<file path="config.mk">
export PLATFORM = sky130hd
export DESIGN_NAME = row_fifo
export DESIGN_NICKNAME = d
export VERILOG_FILES = /design/src/rtl/row_fifo.sv
export SDC_FILE = /design/constraint.sdc
export NUM_CORES = 1
export LEC_CHECK = 0
export BUFFER_PORTS_ARGS = -buffer_cell sky130_fd_sc_hd__clkbuf_2
export CAP_MARGIN = 20
export CORE_MARGIN = 2
export CORE_UTILIZATION = 44
export DETAILED_ROUTE_END_ITERATION = 10
export GPL_TIMING_DRIVEN = 0
export HOLD_SLACK_MARGIN = 0.06
export PLACE_DENSITY = 0.7
export SETUP_SLACK_MARGIN = 0.3
export SYNTH_ARGS = -nofsm -noshare
export SYNTH_HDL_FRONTEND = slang
export SYNTH_SLANG_ARGS = --single-unit
</file>
<file path="constraint.sdc">
create_clock -name clk -period 2.2 [get_ports clk]
set_input_delay 0.11 -clock clk [delete_from_list [all_inputs] [get_ports clk]]
set_output_delay 0.11 -clock clk [all_outputs]
set_load 0.01 [all_outputs]
</file>
<file path="src/rtl/row_fifo.sv">
// First-word-fall-through FIFO buffering cell rows between the row generator and the compute stage.
// Define ROW_FIFO_ERR_EN to add sticky overflow (ovf) and underflow (unf) flags.
module row_fifo #(
   parameter int WIDTH = 11,
   parameter int DEPTH = 4
) (
   input  logic                     clk,
   input  logic                     reset,
   input  logic                     clear,
   input  logic [WIDTH-1:0]         d,
   input  logic                     we,
   input  logic                     re,
   output logic [WIDTH-1:0]         q,
   output logic                     empty,
   output logic                     full,
   output logic [$clog2(DEPTH):0]   count
`ifdef ROW_FIFO_ERR_EN
   ,
   output logic                     ovf,
   output logic                     unf
`endif
);

   localparam int AW = $clog2(DEPTH);
   localparam int CW = AW + 1;
   localparam logic [CW-1:0] FULL_COUNT = CW'(DEPTH);

   logic [WIDTH-1:0] mem [DEPTH];
   logic [AW-1:0]    wp;
   logic [AW-1:0]    rp;
   logic             push;
   logic             pop;

   // A push into a full FIFO is only legal when the head leaves in the same cycle.
   assign push  = we & (~full | re);
   assign pop   = re & ~empty;

   assign empty = (count == '0);
   assign full  = (count == FULL_COUNT);
   assign q     = empty ? '0 : mem[rp];

   always_ff @(posedge clk or negedge reset) begin
      if (!reset) begin
         wp    <= '0;
         rp    <= '0;
         count <= '0;
      end else if (clear) begin
         wp    <= '0;
         rp    <= '0;
         count <= '0;
      end else begin
         if (push) begin
            wp <= wp + 1'b1;
         end
         if (pop) begin
            rp <= rp + 1'b1;
         end
         if (push && !pop) begin
            count <= count + 1'b1;
         end else if (pop && !push) begin
            count <= count - 1'b1;
         end
      end
   end

   // Storage has no reset; stale words are never visible because q is masked by empty.
   always_ff @(posedge clk) begin
      if (push && !clear) begin
         mem[wp] <= d;
      end
   end

`ifdef ROW_FIFO_ERR_EN
   always_ff @(posedge clk or negedge reset) begin
      if (!reset) begin
         ovf <= 1'b0;
         unf <= 1'b0;
      end else if (clear) begin
         ovf <= 1'b0;
         unf <= 1'b0;
      end else begin
         if (we && !push) begin
            ovf <= 1'b1;
         end
         if (re && !pop) begin
            unf <= 1'b1;
         end
      end
   end
`endif

endmodule
</file>
==> impl_results.md <==
- Run status: complete, no violations
- Worst-case reg-to-reg path depth: 6
- Cells on Worst Hold Path: 3
- Max-slew headroom: 49.8%
- Cell area after layout: 0.00285 sq mm
- Worst-Skew Late Latency: 300 ps
- CTS Sinks: 51
- Routed vias/inst: 5.02
- Critical Path Fanout Max: 3
- Max cap viols: 0
- Core Area: 0.00482 sq mm
- Worst path slowest cell: fa_2
- Number of enable-type register cells in the synthesized netlist: 44
- Max Fclk: 496 MHz
- Pins Over Slew Limit: 0
- Peak VDD IR: 0.332 mV
- Detailed Route Iter0 Violations: 72
- Final weighted congestion in routability-driven placement: 0.875
- Final period utilization: 91.7%
- TritonCTS Buffers: 5
- FILL cells: 400
- Initial core utilization: 46.5%
- Dpl cell area: 0.00254 sq mm
- CTS tree: yes
- Most frequent cells in the layout: edfxtp_1 (44), clkbuf_2 (29), nor2b_1 (12), dlygate4sd3_1 (12), mux4_2 (11)
- CTS Buffer Depth: 2
- Syn Area/Cell: 17.0 sq um
- Tightest Pin Transition: 753 ps
- Seq/Total Area, Yosys: 66.9%
- Hold EP: wp[1]$_DFFE_PN0P_
- Reg-to-reg startpoint: count[0]$_DFFE_PN0P_
- Drt pass-1 iters: 4
- Setup TNS: 0 ps
- CP endpoint kind: register
- Worst Setup Start Kind: register
- Diodes inserted: 0
- Reg-to-reg setup timing slack: 180 ps
- Share of the synthesized area in the top cell type: 59.0%
- GRT Overall Usage: 15.0%
- Routed wire per std cell: 15.8 microns
- Minimum clock period: 2020 ps
- I/O Buffers: 29
- Detailed-route via count: 1294
- Yosys reg bits: 51
- Worst slack, placed: 32.3 ps
- Residual DRC: 0
- WP data required: 2390 ps
- Chip Width: 75.3 microns
- Most common cell after layout, fill and taps aside: edfxtp_1
- Height of the chip: 75.3 microns
- Synth area leader: edfxtp_1
- Rows: 25
- Reg clk slew, reported paths: 90 ps
- Worst EP arrival: 2210 ps
- Critical Path, Cell by Cell: buf_6, or3b_4, and3_4, fa_2, nor2_2, mux2_4
- Synthesized area: 0.00224 sq mm
- Final hold vios: 0
- Slowest stage delay, CP: 530 ps
- Pwr/cell area: 994 mW/mm^2
- Post-Syn Instances: 132
- Crit Path Category: reg -> reg
- Total gr overflow: 0
- Vias in the first global route: 1308
- Layout cells sized above 1: 42.4%
- Layout area overhead: 27.3%
- Final #Nets: 211
- Root buf cell: clkbuf_8
- I/O Pins: 32
- Area contributors post-synth: edfxtp_1 (59%), mux4_2 (11%), dfrtp_1 (7.8%), nor2b_1 (3.4%), ha_1 (2.2%)
- Die area: 0.00567 sq mm
- HP Class: in -> reg
- Slack of the critical path: 183 ps
- Top_reg_cell synth: edfxtp_1
- Post-route ant nets: 0
- DPL Wire Length: 2740 microns
- # H-tree levels: 2
- Post-synthesis async set-or-reset flop share: 13.7%
- First-pass GRT wire length: 6130 microns
- Mapped Nets: 153
- Ys Warns: 0
- Routed WL: 4070 microns
- Capturing point of the worst reg2reg path: count[1]$_DFFE_PN0P_
- Post-synth cell types: 31
- Antenna violations before repair: 0
- Final setup viols: 0
- Worst Clk Skew: 7.82 ps
- Lkg Pwr: 1.07 nW
- Pin count of the biggest net entering global routing: 16
- RSZ-0062 raised after global routing: yes
- Total power: 2.83 mW
- Hold Crit Start: clear
[cells by family (layout without fill, tap and decap cells)]
logic type	count (synthesis)	in the layout	share of synthesized area [%]
and+or+nand+nor	35	35	9.17
buffers and inverters	13	72	2.91
muxes	16	16	13.6
AOI/OAI and AO/OA	9	9	3.13
adders and majority gates	5	5	3.13
xor gates and xnor gates	3	3	1.17
DFF	51	51	66.9
[area by class of cell]
type	instances	area, sq um	share of cell area (%)
clock buffers	6	72.6	2.55
flip-flops and latches	51	1500	52.6
multi-input cells	68	747	26.2
repair buffers	51	355	12.5
inverters	5	18.8	0.659
clock inverters	2	12.5	0.439
plain buffers	8	60.1	2.11
well taps	67	83.8	2.94
[worst max path at each step]
stage | end | from | slack [ps] | cells after the start
2_1_floorplan | mem[2][0]$_DFFE_PP_ | count[2]$_DFFE_PN0P_ | -50 | 4
3_3_place_gp | mem[1][2]$_DFFE_PP_ | count[2]$_DFFE_PN0P_ | -640 | 4
3_5_place_dp | mem[0][2]$_DFFE_PP_ | count[0]$_DFFE_PN0P_ | 30 | 5
4_1_cts | mem[3][4]$_DFFE_PP_ | count[0]$_DFFE_PN0P_ | 180 | 5
5_1_grt | count[2]$_DFFE_PN0P_ | count[0]$_DFFE_PN0P_ | 140 | 7
6_report | count[1]$_DFFE_PN0P_ | count[0]$_DFFE_PN0P_ | 180 | 6
[power breakdown]
part	internal (mW)	switching, mW	leakage (nW)
Combinational	0.594	0.536	0.536
Sequential	1.13	0.0556	0.490
Clock	0.223	0.295	0.0412
[cells in the mapped netlist (all sizes together) (2+ instances only)]
cell type and n:
nor2b 12, nor3b 4, clkbuf 2, a31oi 2, mux4 11, buf 6, dfrtp 7, o21ai 2
xor2 2, edfxtp 44, mux2 3, nor2 10, nand2b 4, o21a 2, ha 4, inv 5
mux2i 2
[metrics by stage]
step / std cells / hold slack, ps / utilization, %
global route: 258 / 177 / 59.1
CTS: 256 / 145 / 58.4
global placement: 228 / -40.1 / 51.4
detailed placement: 232 / -32.2 / 52.7
finish: 258 / 163 / 59.1
floorplan: 132 / -186 / -
[state kept, by name (all words and copies together), names as in the netlist]
name	cells
rp	2
count	3
wp	2
mem	44
[routing by layer]
metal	up-vias	routed length, microns	global-route usage (%)
met3	7	142	3.70
met5	-	0	0
met2	23	2120	26.7
li1	609	-	-
met1	655	1750	17.8
met4	0	53	5.26
[timing repair]
action | CTS | global route
setup buffers | 4 | 2
hold buffers | 12 | 0
resized for setup | 11 | 5
pin swaps | 2 | 2
hold endpoints to repair | 51 | 0
endpoints found under the setup margin | 56 | 53
[critical path, delay by kind of cell (launching register included)]
family / cells / cell delay (ps)
multiplexers: 1 / 250
adder cells (fa/ha/maj): 1 / 530
buffers and inverters: 1 / 120
flip-flops: 1 / 400
AND/OR/NAND/NOR: 3 / 620
No activity file was read; power rests on OpenSTA's default activity.
